==> config.mk <==
export PLATFORM = sky130hd
export DESIGN_NAME = pll_loop_ctrl
export DESIGN_NICKNAME = d
export VERILOG_FILES = /design/src/rtl/pll_pkg.sv /design/src/rtl/pll_lock_detect.sv /design/src/rtl/pll_loop_ctrl.sv
export SDC_FILE = /design/constraint.sdc
export NUM_CORES = 1
export LEC_CHECK = 0
export ABC_AREA = 1
export CAP_MARGIN = 30
export CORE_ASPECT_RATIO = 2
export CORE_UTILIZATION = 40
export DETAILED_ROUTE_END_ITERATION = 10
export DONT_BUFFER_PORTS = 1
export SYNTH_ARGS = -nofsm -noshare
export SYNTH_HDL_FRONTEND = slang
export SYNTH_HIERARCHICAL = 1
export SYNTH_SLANG_ARGS = --single-unit
==> constraint.sdc <==
create_clock -name clk -period 7.84 [get_ports clk]
set_input_delay 1.176 -clock clk [delete_from_list [all_inputs] [get_ports clk]]
set_output_delay 1.176 -clock clk [all_outputs]
set_load 0.005 [all_outputs]
==> src/rtl/pll_pkg.sv <==
// rtl/pll_pkg.sv - shared state encoding and default loop parameters for the PLL loop controller
package pll_pkg;

    typedef enum logic [1:0] {
        PLL_IDLE   = 2'd0,
        PLL_ACQ    = 2'd1,
        PLL_TRACK  = 2'd2,
        PLL_LOCKED = 2'd3
    } pll_state_t;

    localparam int CTRL_W_DEF    = 10;
    localparam int KI_SHIFT_DEF  = 4;
    localparam int KP_DEF        = 4;
    localparam int ACQ_SHIFT_DEF = 3;
    localparam int WIN_DEF       = 64;
    localparam int TRK_THR_DEF   = 16;
    localparam int LOCK_THR_DEF  = 2;
    localparam int LOCK_WINS_DEF = 4;

endpackage

==> src/rtl/pll_lock_detect.sv <==
// rtl/pll_lock_detect.sv - window, error and good-window counters producing per-window lock strobes
module pll_lock_detect
    import pll_pkg::*;
#(
    parameter int WIN       = WIN_DEF,
    parameter int TRK_THR   = TRK_THR_DEF,
    parameter int LOCK_THR  = LOCK_THR_DEF,
    parameter int LOCK_WINS = LOCK_WINS_DEF
) (
    input  logic clk,
    input  logic rst,
    input  logic run,
    input  logic track,
    input  logic err_nz,
    output logic win_end,
    output logic win_good,
    output logic win_bad_trk,
    output logic win_bad_lock,
    output logic lock_ready
);

    localparam int WIN_W  = $clog2(WIN);
    localparam int CNT_W  = $clog2(WIN + 1);
    localparam int GOOD_W = $clog2(LOCK_WINS + 1);

    logic [WIN_W-1:0]  win_cnt;
    logic [CNT_W-1:0]  err_cnt;
    logic [CNT_W-1:0]  err_tot;
    logic [GOOD_W-1:0] good_cnt;

    // The window's last cycle is judged with its own error already included.
    assign err_tot      = err_cnt + CNT_W'(err_nz);
    assign win_end      = run && (win_cnt == WIN_W'(WIN - 1));
    assign win_good     = win_end && (err_tot <= CNT_W'(LOCK_THR));
    assign win_bad_trk  = win_end && (err_tot >  CNT_W'(TRK_THR));
    assign win_bad_lock = win_end && (err_tot >  CNT_W'(LOCK_THR));
    // The window that completes this run of good windows is the one now ending.
    assign lock_ready   = (good_cnt == GOOD_W'(LOCK_WINS - 1));

    always_ff @(posedge clk) begin
        if (rst || !run) begin
            win_cnt  <= '0;
            err_cnt  <= '0;
            good_cnt <= '0;
        end else if (win_end) begin
            win_cnt  <= '0;
            err_cnt  <= '0;
            good_cnt <= (track && win_good) ? good_cnt + GOOD_W'(1) : '0;
        end else begin
            win_cnt  <= win_cnt + WIN_W'(1);
            err_cnt  <= err_tot;
        end
    end

endmodule

==> src/rtl/pll_loop_ctrl.sv <==
// rtl/pll_loop_ctrl.sv - PI loop filter and acquire/track/lock sequencer driving the DCO control word
module pll_loop_ctrl
    import pll_pkg::*;
#(
    parameter int CTRL_W    = CTRL_W_DEF,
    parameter int KI_SHIFT  = KI_SHIFT_DEF,
    parameter int KP        = KP_DEF,
    parameter int ACQ_SHIFT = ACQ_SHIFT_DEF,
    parameter int WIN       = WIN_DEF,
    parameter int TRK_THR   = TRK_THR_DEF,
    parameter int LOCK_THR  = LOCK_THR_DEF,
    parameter int LOCK_WINS = LOCK_WINS_DEF
) (
    input  logic              clk,
    input  logic              rst,
    input  logic              en,
    input  logic              up,
    input  logic              dn,
    output logic [CTRL_W-1:0] ctrl_word,
    output logic [1:0]        state,
    output logic              locked,
    output logic              lock_lost,
    output logic              sat
);

    localparam int ACC_W = CTRL_W + KI_SHIFT;
    localparam int SUM_W = CTRL_W + 2;
    localparam logic signed [ACC_W-1:0] ACC_MAX  = {1'b0, {(ACC_W-1){1'b1}}};
    localparam logic signed [ACC_W-1:0] ACC_MIN  = {1'b1, {(ACC_W-1){1'b0}}};
    localparam logic [CTRL_W-1:0]       MID      = {1'b1, {(CTRL_W-1){1'b0}}};
    localparam logic signed [SUM_W-1:0] MID_S    = $signed({2'b00, MID});
    localparam logic signed [SUM_W-1:0] CTRL_TOP = $signed({2'b00, {CTRL_W{1'b1}}});
    localparam logic signed [SUM_W-1:0] KP_S     = SUM_W'(KP);

    pll_state_t state_q, state_d;
    logic up_q, dn_q;
    logic signed [1:0]       err;
    logic signed [ACC_W:0]   step;
    logic signed [ACC_W:0]   integ_sum;
    logic signed [ACC_W-1:0] integ, integ_nxt;
    logic signed [SUM_W-1:0] ctrl_sum;
    logic [CTRL_W-1:0]       ctrl_nxt;
    logic run, lost_d;
    logic win_end, win_good, win_bad_trk, win_bad_lock, lock_ready;

    assign state  = state_q;
    assign locked = (state_q == PLL_LOCKED);
    assign run    = en && (state_q != PLL_IDLE);

    always_comb begin
        err = 2'sd0;
        if (up_q && !dn_q) err = 2'sd1;
        else if (dn_q && !up_q) err = -2'sd1;
    end

    // Saturating integrator, one bit wider so the overflow is visible before clamping.
    always_comb begin
        step = (ACC_W+1)'(err);
        if (state_q == PLL_ACQ) step = step <<< ACQ_SHIFT;
        integ_sum = (ACC_W+1)'(integ) + step;
        integ_nxt = integ_sum[ACC_W-1:0];
        if (integ_sum > (ACC_W+1)'(ACC_MAX)) integ_nxt = ACC_MAX;
        else if (integ_sum < (ACC_W+1)'(ACC_MIN)) integ_nxt = ACC_MIN;
    end

    always_comb begin
        ctrl_sum = MID_S + SUM_W'(integ_nxt >>> KI_SHIFT) + SUM_W'(err) * KP_S;
        ctrl_nxt = ctrl_sum[CTRL_W-1:0];
        if (ctrl_sum < 0) ctrl_nxt = '0;
        else if (ctrl_sum > CTRL_TOP) ctrl_nxt = {CTRL_W{1'b1}};
    end

    always_comb begin
        state_d = state_q;
        lost_d  = 1'b0;
        if (!en) begin
            state_d = PLL_IDLE;
        end else begin
            case (state_q)
                PLL_IDLE:   state_d = PLL_ACQ;
                PLL_ACQ:    if (win_end && !win_bad_trk) state_d = PLL_TRACK;
                PLL_TRACK: begin
                    if (win_bad_trk) state_d = PLL_ACQ;
                    else if (win_good && lock_ready) state_d = PLL_LOCKED;
                end
                PLL_LOCKED: begin
                    if (win_bad_lock) begin
                        state_d = PLL_TRACK;
                        lost_d  = 1'b1;
                    end
                end
                default:    state_d = PLL_IDLE;
            endcase
        end
    end

    always_ff @(posedge clk) begin
        if (rst) begin
            up_q      <= 1'b0;
            dn_q      <= 1'b0;
            state_q   <= PLL_IDLE;
            integ     <= '0;
            ctrl_word <= MID;
            sat       <= 1'b0;
            lock_lost <= 1'b0;
        end else begin
            up_q      <= up;
            dn_q      <= dn;
            state_q   <= state_d;
            lock_lost <= lost_d;
            // IDLE holds the loop; leaving any active state through en=0 recentres it.
            if (state_q != PLL_IDLE) begin
                if (!en) begin
                    integ     <= '0;
                    ctrl_word <= MID;
                    sat       <= 1'b0;
                end else begin
                    integ     <= integ_nxt;
                    ctrl_word <= ctrl_nxt;
                    sat       <= (integ_nxt == ACC_MAX) || (integ_nxt == ACC_MIN);
                end
            end
        end
    end

    pll_lock_detect #(
        .WIN       (WIN),
        .TRK_THR   (TRK_THR),
        .LOCK_THR  (LOCK_THR),
        .LOCK_WINS (LOCK_WINS)
    ) u_lock_detect (
        .clk          (clk),
        .rst          (rst),
        .run          (run),
        .track        (state_q == PLL_TRACK),
        .err_nz       (err != 2'sd0),
        .win_end      (win_end),
        .win_good     (win_good),
        .win_bad_trk  (win_bad_trk),
        .win_bad_lock (win_bad_lock),
        .lock_ready   (lock_ready)
    );

endmodule

==> flow_metrics.env, run 1 <==
export IMPL_worstPathMaxFanout=14
export IMPL_numCtsBuffers=5
export IMPL_layout_setup_ws_ps=2163
export IMPL_yosysMostFrequentCell="nand2_1"
export IMPL_clockBufferDepth=2
export IMPL_ys_async_sr_fraction_pct=0
export IMPL_regToRegSetupSlack_ps=2160
export IMPL_pwr_share_seq_pct=39.6
export IMPL_switchingPower_mw=0.1879
export IMPL_place_congestion=0.9966
export IMPL_die_h_um=136.4
export IMPL_path_buf_inv=3
export IMPL_syn_nets=599
export IMPL_cts_tree="built"
export IMPL_htreeDepth=2
export IMPL_post_route_util_pct=44.34
export IMPL_hold_viol=0
export IMPL_synth_seq_cells=46
export IMPL_cts_resized=0
export IMPL_synth_top_area_share_pct=25.48
export IMPL_drt_pass1_iterations=5
export IMPL_nNetsFinal=596
export IMPL_core_region_area_um2=8708
export IMPL_cp_end_kind="flip-flop"
export IMPL_fin_skew_ps=8.278
export IMPL_p_leak_nw=1.812
export IMPL_grt_pass1_wl_mm=16.15
export IMPL_max_cap_viol_count=0
export IMPL_critical_path_max_stage_delay_ps=400
export IMPL_path_class="flip-flop to flip-flop"
export IMPL_area_growth_syn_to_layout_pct=6.856
export IMPL_slew_violations=0
export IMPL_syn_area_um2=3613
export IMPL_wl_met3_um=148
export IMPL_ys_flop_type="dfxtp_1"
export IMPL_fill_cells=914
export IMPL_hold_class="flip-flop to flip-flop"
export IMPL_avgSynthCellArea_um2=6.418
export IMPL_clk_latency_ps=300
export IMPL_die_area_um2=9441
export IMPL_io_pins=20
export IMPL_grt_pass1_vias=3403
export IMPL_cpMostUsedCell="nand2_1"
export IMPL_topRoutingLayerUsed="met4"
export IMPL_num_vias=3400
export IMPL_final_setup_tns_ps=0
export IMPL_detailed_place_hpwl_mm=7.789
export IMPL_netlist_instances=563
export IMPL_met1_length_mm=3.500
export IMPL_dp_slack_ps=2147
export IMPL_grt_total_usage_pct=21.85
export IMPL_required_ps=8070
export IMPL_slew_headroom_pct=61.67
export IMPL_finalCriticalPeriod_ps=5677
export IMPL_antenna_cells=0
export IMPL_synthTopCellsByCount="nand2_1, inv_1, a21oi_1, dfxtp_1, nor2_1"
export IMPL_power_density_nw_per_um2=160.9
export IMPL_cp_arrival_ps=5900
export IMPL_clockRootBuffer="clkbuf_16"
export IMPL_max_freq_ghz=0.1762
export IMPL_synth_top_cell_by_area="dfxtp_1"
export IMPL_postCtsSetupBuffers=0
export IMPL_drive_gt1_share_pct=10.70
export IMPL_vias_per_cell=5.144
export IMPL_pwr_share_clk_pct=40.2
export IMPL_io_buffers=0
export IMPL_yosysUniqueCellTypes=34
export IMPL_tightestPinTransition_ps=573.0
export IMPL_drt_first_iter_violations=147
export IMPL_ant_nets=0
export IMPL_synth_area_leaders="dfxtp_1, nand2_1, ha_1"
export IMPL_switching_share_pct=30.23
export IMPL_cp_slowest_cell="fa_1"
export IMPL_ys_seq_area_share_pct=25.48
export IMPL_pwr_share_comb_pct=20.2
export IMPL_status="completed"
export IMPL_wire_per_inst_um=14.53
export IMPL_antenna_found_initial=0
export IMPL_start_kind="flip-flop"
export IMPL_clk_pin_slew_ps=70
export IMPL_start_util_pct=41.49
export IMPL_synth_edf_count=0
export IMPL_clock_sinks=46
export IMPL_yosysWarningCount=6
export IMPL_post_route_period_util_pct=72.41
export IMPL_hold_buffers=0
export IMPL_setup_viol_count_final=0
export IMPL_die_w_um=69.21
export IMPL_path_delay_family="simple AND/OR/NAND/NOR gates"
export IMPL_wl_met2_mm=5.517
export IMPL_drc=0
export IMPL_rows=48
export IMPL_wl_mm=9.604
export IMPL_grt_max_degree=30
export IMPL_p_int_mw=0.4335
export IMPL_grt_setup_unrepaired="no"
export IMPL_ir_worst_vdd_mv=0.1051
export IMPL_grt_overflow_total=0
-- state kept, by name (all words and copies together), names as in the netlist, 2 cells and up --
name / cells
ctrl_word: 10
integ: 14
state: 2
u_lock_detect/err_cnt: 7
u_lock_detect/good_cnt: 3
u_lock_detect/win_cnt: 6
-- stage by stage --
stage          power (mW)  instance area (um^2)  std cells  hold WS [ps]
2_1_floorplan      0.3489                  3613        563         430.2
3_3_place_gp       0.3744                  3677        652         448.2
3_5_place_dp       0.3775                  3692        653         453.2
4_1_cts            0.6265                  3861        661         468.0
5_1_grt            0.6553                  3861        661         487.7
6_report           0.6213                  3861        661         464.5
-- worst paths after layout --
path         cells past startpoint                                  end                           startpoint
min                              1  u_lock_detect/win_cnt[0]$_SDFF_PP0_  u_lock_detect/win_cnt[0]$_SDFF_PP0_
min reg2reg                      1  u_lock_detect/win_cnt[0]$_SDFF_PP0_  u_lock_detect/win_cnt[0]$_SDFF_PP0_
max reg2reg                     31            ctrl_word[5]$_SDFFE_PP0N_                      up_q$_SDFF_PP0_
max                             31            ctrl_word[5]$_SDFFE_PP0N_                      up_q$_SDFF_PP0_
-- power by group through the flow --
stage	clock network, mW	logic (mW)	registers [mW]
detailed placement	0	0.126	0.252
global route	0.263	0.145	0.247
floorplan	0	0.0994	0.249
global placement	0	0.123	0.252
CTS	0.254	0.127	0.246
finish	0.250	0.126	0.246
-- cell type report --
type                            instances  area [um^2]  area share (%)
Tap cell                              100        125.1           3.240
Multi-Input combinational cell        432         2346           60.76
Timing Repair Buffer                    3        30.03          0.7777
Clock buffer                            5        125.1           3.240
Sequential cell                        46        920.9           23.85
Inverter                               72        270.3           6.999
Clock inverter                          3        43.79           1.134
-- cell families after synthesis --
group / Yosys count / synth area share [%]
AND/OR/NAND/NOR: 304 / 37.64
adder cells (fa/ha/maj): 31 / 11.15
flip-flops: 46 / 25.48
buffers and inverters: 85 / 9.661
XOR/XNOR: 16 / 3.878
AO/OA/AOI/OAI: 81 / 12.19
-- worst reg2reg max path, delay by kind of cell (launching register included) --
| kind | cells | cell delay, ps |
|---|---|---|
| AO/OA/AOI/OAI | 7 | 1240 |
| XOR/XNOR | 1 | 330 |
| adder cells (fa/ha/maj) | 5 | 1500 |
| buffers and inverters | 3 | 310 |
| flip-flops | 1 | 300 |
| AND/OR/NAND/NOR | 15 | 1930 |
-- routing by layer --
layer	up-vias	track usage [%]
li1	1770	-
met1	1553	20.88
met2	53	43.26
met3	24	2.520
met4	0	13.27
met5	-	0
-- layout by cell type (no fill, tap or decap), types with 2 or more instances in the layout --
cell type  count
nor2_4         8
nand2_1      181
nand4_1        7
o21ai_2        3
xor2_1        10
inv_2          9
a21oi_2        3
nand3_1       35
nand3_2        3
fa_1           2
o21ai_0       17
xnor2_1        6
dfxtp_1       46
ha_1          29
o21ai_1        8
nand2_2       10
buf_4          2
a21oi_1       46
nor2_1        45
nor2_2         9
clkbuf_16      5
inv_1         63
Note: power is estimated with default switching activity, not from simulation.
==> run 2, diff against run 1 <==
==> constraint.sdc (replaced) <==
create_clock -name clk -period 5 [get_ports clk]
set_input_delay 0.75 -clock clk [delete_from_list [all_inputs] [get_ports clk]]
set_output_delay 0.75 -clock clk [all_outputs]
set_load 0.005 [all_outputs]
==> run 2 against run 1 <==
  * Cell area up 3.4%
  * Clock skew down 1.1 ps
  * Worst setup slack worse by 1800 ps
  * Final cell count up 1.5%
  * Sequential share of layout area down 0.78 points
==> flow_metrics.env, run 2 (synthesis gave the netlist of run 1 again) <==
export IMPL_grt_max_degree=30
export IMPL_io_buffers=0
export IMPL_fin_skew_ps=7.188
export IMPL_power_mw=0.9958
export IMPL_clk_pin_slew_ps=70
export IMPL_clock_sinks=46
export IMPL_tightestPinTransition_ps=443.0
export IMPL_num_vias=3464
export IMPL_ir_worst_vdd_mv=0.1961
export IMPL_grt_pass1_wl_mm=15.25
export IMPL_clockBufferDepth=2
export IMPL_regMostFlops="integ"
export IMPL_ant_nets=0
export IMPL_p_int_mw=0.6933
export IMPL_slew_violations=0
export IMPL_pwr_share_seq_pct=38.6
export IMPL_start_util_pct=41.49
export IMPL_detailed_place_hpwl_mm=7.721
export IMPL_hold_ws_ps=468.3
export IMPL_path_class="flip-flop to flip-flop"
export IMPL_cp_arrival_ps=4860
export IMPL_rows=48
export IMPL_wl_mm=9.431
export IMPL_cts_tree="built"
export IMPL_layout_common_cells="nand2_1, inv_1, dfxtp_1"
export IMPL_antenna_found_initial=0
export IMPL_critical_path_max_stage_delay_ps=410
export IMPL_switching_share_pct=30.38
export IMPL_cp_slowest_cell="fa_1"
export IMPL_rr_startpoint="up_q$_SDFF_PP0_"
export IMPL_setup_viol_count_final=0
export IMPL_worstPathMaxFanout=5
export IMPL_nNetsFinal=606
export IMPL_cpMostUsedCell="nand2_1"
export IMPL_clk_latency_ps=300
export IMPL_pwr_share_clk_pct=39.8
export IMPL_worst_r2r_cell_count=31
export IMPL_switchingPower_mw=0.3025
export IMPL_regToRegEndpoint="ctrl_word[4]$_SDFFE_PP0N_"
export IMPL_max_cap_viol_count=0
export IMPL_dp_slack_ps=-29.48
export IMPL_hold_class="flip-flop to flip-flop"
export IMPL_cp_endpoint="ctrl_word[4]$_SDFFE_PP0N_"
export IMPL_layout_setup_ws_ps=378.0
export IMPL_startpoint="up_q$_SDFF_PP0_"
export IMPL_largest_reg_flops=14
export IMPL_required_ps=5230
export IMPL_grt_setup_unrepaired="no"
export IMPL_final_common_cell="nand2_1"
export IMPL_core_region_area_um2=8708
export IMPL_die_area_um2=9441
export IMPL_place_congestion=0.9155
export IMPL_start_kind="flip-flop"
export IMPL_fill_cells=898
export IMPL_numCtsBuffers=5
export IMPL_slew_headroom_pct=70.16
export IMPL_post_route_period_util_pct=92.44
export IMPL_grt_overflow_total=0
export IMPL_path_delay_family="simple AND/OR/NAND/NOR gates"
export IMPL_vias_per_cell=5.162
export IMPL_hold_viol=0
export IMPL_power_density_nw_per_um2=249.5
export IMPL_grt_total_usage_pct=20.77
export IMPL_status="completed"
export IMPL_max_freq_ghz=0.2164
export IMPL_die_h_um=136.4
export IMPL_drt_first_iter_violations=118
export IMPL_area_growth_syn_to_layout_pct=10.46
export IMPL_cp_num_cells=31
export IMPL_antenna_cells=0
export IMPL_drive_gt1_share_pct=14.01
export IMPL_drc=0
export IMPL_finalCriticalPeriod_ps=4622
export IMPL_io_pins=20
export IMPL_cp_end_kind="flip-flop"
export IMPL_pwr_share_comb_pct=21.6
export IMPL_htreeDepth=2
export IMPL_path_buf_inv=3
export IMPL_p_leak_nw=1.865
export IMPL_largestRegisters="integ: 14 flops, ctrl_word: 10 flops, u_lock_detect/err_cnt: 7 flops"
export IMPL_clockRootBuffer="clkbuf_16"
export IMPL_regToRegSetupSlack_ps=380
export IMPL_drt_pass1_iterations=4
export IMPL_wire_per_inst_um=14.06
export IMPL_grt_pass1_vias=3361
export IMPL_die_w_um=69.21
==> run 2: changes by cell type in the layout (fill, tap and decap cells not counted), sizes merged <==
| cell | change |
|---|---|
| clkinvlp | +1 |
| and2 | +1 |
| buf | +9 |
| clkinv | -1 |
==> run 2: final cells by class <==
cell class,instances,area [um^2],area share (%)
sequential,46,920.9,23.07
clock buffer,5,125.1,3.135
inverter,72,270.3,6.771
tap,100,125.1,3.135
timing repair buffer,12,101.3,2.539
clock inverter,3,48.80,1.223
multi-input combinational,433,2400,60.13
==> run 2: stage by stage <==
stage	setup TNS [ps]	std cells	util (%)	cell area, um^2
3_3_place_gp	0	660	42.92	3737
4_1_cts	0	669	45.10	3928
5_1_grt	0	671	45.83	3991
2_1_floorplan	0	563	-	3613
3_5_place_dp	-59.26	661	43.09	3752
6_report	0	671	45.83	3991
==> run 2: what timing repair did <==
| action | 4_1_cts | 5_1_grt |
|---|---|---|
| pin swaps | 0 | 3 |
| hold buffers | 0 | 0 |
| endpoints found under the setup margin | 8 | 10 |
| buffers inserted | 0 | 1 |
| cloned | 0 | 1 |
| resized for setup | 1 | 12 |
==> run 2: power by group through the flow <==
stage | clock, mW | combinational [mW] | sequential (mW)
6_report | 0.396 | 0.215 | 0.384
3_5_place_dp | 0 | 0.204 | 0.393
5_1_grt | 0.422 | 0.243 | 0.386
4_1_cts | 0.409 | 0.206 | 0.384
3_3_place_gp | 0 | 0.201 | 0.393
2_1_floorplan | 0 | 0.156 | 0.391
==> run 2: worst min path at each step <==
| stage | start | to | cells past startpoint |
|---|---|---|---|
| after floorplan | u_lock_detect/win_cnt[0]$_SDFF_PP0_ | u_lock_detect/win_cnt[0]$_SDFF_PP0_ | 1 |
| after global placement | u_lock_detect/win_cnt[0]$_SDFF_PP0_ | u_lock_detect/win_cnt[0]$_SDFF_PP0_ | 1 |
| after detailed placement | u_lock_detect/good_cnt[1]$_SDFFE_PP0P_ | u_lock_detect/good_cnt[1]$_SDFFE_PP0P_ | 2 |
| after CTS | u_lock_detect/win_cnt[4]$_SDFF_PP0_ | u_lock_detect/win_cnt[4]$_SDFF_PP0_ | 2 |
| after global routing | ctrl_word[7]$_SDFFE_PP0N_ | ctrl_word[7]$_SDFFE_PP0N_ | 2 |
| final | integ[0]$_SDFFE_PP0N_ | integ[0]$_SDFFE_PP0N_ | 2 |
==> run 2: worst register-to-register path, delay by kind of cell (launching register included) <==
| family | cells | cell delay [ps] |
|---|---|---|
| xor gates and xnor gates | 1 | 200 |
| and+or+nand+nor | 15 | 1450 |
| AOI/OAI and AO/OA | 7 | 960 |
| DFF | 1 | 310 |
| adders and majority gates | 5 | 1450 |
| buffers and inverters | 3 | 210 |
==> run 2: layer usage <==
layer	track usage (%)	share of wire (%)	wire, um
met4	11.56	4.2	400
met5	0	0	0
met2	42.99	58	5476
met1	18.40	35	3334
met3	2.891	2.3	219
==> run 3, diff against run 2 <==
--- a/config.mk
+++ b/config.mk
@@ -11,6 +11,7 @@
 export CORE_UTILIZATION = 40
 export DETAILED_ROUTE_END_ITERATION = 10
 export DONT_BUFFER_PORTS = 1
+export PLACE_DENSITY = 0.56
 export SYNTH_ARGS = -nofsm -noshare
 export SYNTH_HDL_FRONTEND = slang
 export SYNTH_HIERARCHICAL = 1
==> constraint.sdc (replaced) <==
create_clock -name clk -period 5 [get_ports clk]
set_input_delay 0.5 -clock clk [delete_from_list [all_inputs] [get_ports clk]]
set_output_delay 0.5 -clock clk [all_outputs]
set_load 0.005 [all_outputs]
==> run 3 against run 2 <==
  * Die area is the same
  * Worst setup slack improved by 42 ps
  * Sequential power about the same
  * Fmax increased by 0.92%
  * Critical path depth unchanged
  * Count of clock-buffer cells in the layout is the same
  * Combinational power about the same
  * Routed wire length increased by 3.3%
  * Via count up 1.2%
  * Cell area decreased by 0.85%
  * Flip-flop and latch count did not move
  * Largest cell class unchanged
==> flow_metrics.env, run 3 (synthesis gave the netlist of run 1 again) <==
export IMPL_grt_setup_unrepaired="no"
export IMPL_numCtsBuffers=5
export IMPL_p_int_mw=0.6382
export IMPL_switchingPower_mw=0.2971
export IMPL_path_class="flip-flop to flip-flop"
export IMPL_grt_pass1_vias=3361
export IMPL_pwr_share_comb_pct=22.8
export IMPL_cts_tree="built"
export IMPL_place_congestion=0.9642
export IMPL_placed_area_um2=3752
export IMPL_startpoint="up_q$_SDFF_PP0_"
export IMPL_p_leak_nw=1.861
export IMPL_regMostFlops="integ"
export IMPL_start_util_pct=41.49
export IMPL_max_freq_ghz=0.2184
export IMPL_critical_path_max_stage_delay_ps=410
export IMPL_pwr_share_clk_pct=36.1
export IMPL_io_buffers=0
export IMPL_antenna_found_initial=0
export IMPL_fin_skew_ps=11.88
export IMPL_fill_cells=907
export IMPL_worst_r2r_cell_count=31
export IMPL_worstPathMaxFanout=5
export IMPL_max_cap_viol_count=0
export IMPL_start_kind="flip-flop"
export IMPL_dp_slack_ps=-33.61
export IMPL_rows=48
export IMPL_area_growth_syn_to_layout_pct=9.522
export IMPL_finalCriticalPeriod_ps=4580
export IMPL_switching_share_pct=31.77
export IMPL_drc=0
export IMPL_core_region_area_um2=8708
export IMPL_tightestPinTransition_ps=830.6
export IMPL_cpMostUsedCell="nand2_1"
export IMPL_grt_max_degree=30
export IMPL_cp_slowest_cell="fa_1"
export IMPL_hold_buffers=0
export IMPL_grt_overflow_total=0
export IMPL_clockBufferDepth=2
export IMPL_final_common_cell="nand2_1"
export IMPL_status="completed"
export IMPL_final_setup_tns_ps=0
export IMPL_slew_violations=0
export IMPL_clockRootBuffer="clkbuf_16"
export IMPL_power_density_nw_per_um2=236.3
export IMPL_drt_pass1_iterations=6
export IMPL_wl_mm=9.744
export IMPL_ant_nets=0
export IMPL_cp_arrival_ps=4810
export IMPL_antenna_cells=0
export IMPL_num_vias=3504
export IMPL_layout_common_cells="nand2_1, inv_1, dfxtp_1"
export IMPL_clk_latency_ps=300
export IMPL_htreeDepth=2
export IMPL_post_route_period_util_pct=91.59
export IMPL_drt_first_iter_violations=84
export IMPL_detailed_place_hpwl_mm=7.895
export IMPL_pwr_share_seq_pct=41.1
export IMPL_wire_per_inst_um=14.50
export IMPL_holdPathStages=1
export IMPL_largestRegisters="integ: 14 flops, ctrl_word: 10 flops, u_lock_detect/err_cnt: 7 flops"
export IMPL_drive_gt1_share_pct=14.34
export IMPL_min_from="rst"
export IMPL_required_ps=5230
export IMPL_setup_viol_count_final=0
export IMPL_hold_viol=0
export IMPL_grt_total_usage_pct=21.37
export IMPL_die_w_um=69.21
export IMPL_nNetsFinal=607
export IMPL_clk_pin_slew_ps=60
export IMPL_grt_pass1_wl_mm=15.73
export IMPL_hold_class="input pin to flip-flop"
export IMPL_vias_per_cell=5.214
export IMPL_ir_worst_vdd_mv=0.2063
export IMPL_finalInstanceArea_um2=3958
export IMPL_layout_setup_ws_ps=420.3
export IMPL_cp_end_kind="flip-flop"
export IMPL_die_h_um=136.4
export IMPL_io_pins=20
export IMPL_power_mw=0.9353
export IMPL_largest_reg_flops=14
export IMPL_slew_headroom_pct=44.57
export IMPL_clock_sinks=46
export IMPL_die_area_um2=9441
export IMPL_rr_startpoint="up_q$_SDFF_PP0_"
==> run 3: path summary, 6_finish.rpt <==
path,slack (ps),to
min reg2reg,470,u_lock_detect/win_cnt[0]$_SDFF_PP0_
max,420,ctrl_word[2]$_SDFFE_PP0N_
max reg2reg,420,ctrl_word[2]$_SDFFE_PP0N_
min,260,sat$_SDFFE_PP0N_
==> run 3: metal layers <==
layer  share of wire [%]  track usage [%]  vias to the layer above  routed length [um]
li1                    -                -                     1808                   -
met4                 4.2            10.43                        0                 406
met3                 2.1            2.520                       24                 204
met5                   0                0                        -                   0
met1                  36            20.08                     1609                3502
met2                  58            43.91                       63                5631
==> run 3: power by group through the flow <==
| stage | Combinational [mW] | Clock (mW) | Sequential [mW] |
|---|---|---|---|
| 6_report | 0.213 | 0.337 | 0.385 |
| 2_1_floorplan | 0.156 | 0 | 0.391 |
| 5_1_grt | 0.241 | 0.360 | 0.386 |
| 3_3_place_gp | 0.202 | 0 | 0.393 |
| 4_1_cts | 0.207 | 0.347 | 0.385 |
| 3_5_place_dp | 0.205 | 0 | 0.393 |
==> run 3: layout make-up <==
class	count	area, um^2	share of cell area (%)
well taps	100	125.1	3.162
multi-input cells	433	2392	60.45
repair buffers	13	105.1	2.656
flip-flops and latches	46	920.9	23.27
inverters	72	270.3	6.829
clock inverters	3	18.77	0.4742
clock buffers	5	125.1	3.162
==> run 3: through the flow <==
step | utilization [%] | instances | hold slack [ps]
2_1_floorplan | - | 563 | 430.2
3_3_place_gp | 42.92 | 660 | 447.0
3_5_place_dp | 43.09 | 661 | 454.9
4_1_cts | 44.76 | 669 | 253.6
5_1_grt | 45.45 | 672 | 247.5
6_report | 45.45 | 672 | 260.4
==> run 3: critical path, delay by kind of cell (launching register included) <==
| kind | cells | cell delay, ps |
|---|---|---|
| xor+xnor | 1 | 220 |
| flops | 1 | 310 |
| simple gates | 15 | 1370 |
| buf+inv | 3 | 220 |
| compound gates | 7 | 960 |
| fa+ha+maj | 5 | 1450 |
==> run 3: repair_timing <==
| action | in CTS | in global routing |
|---|---|---|
| endpoints found under the setup margin | 8 | 10 |
| gates cloned | 0 | 1 |
| pin swaps | 0 | 2 |
| buffers inserted | 0 | 2 |
| gates resized for setup | 1 | 12 |
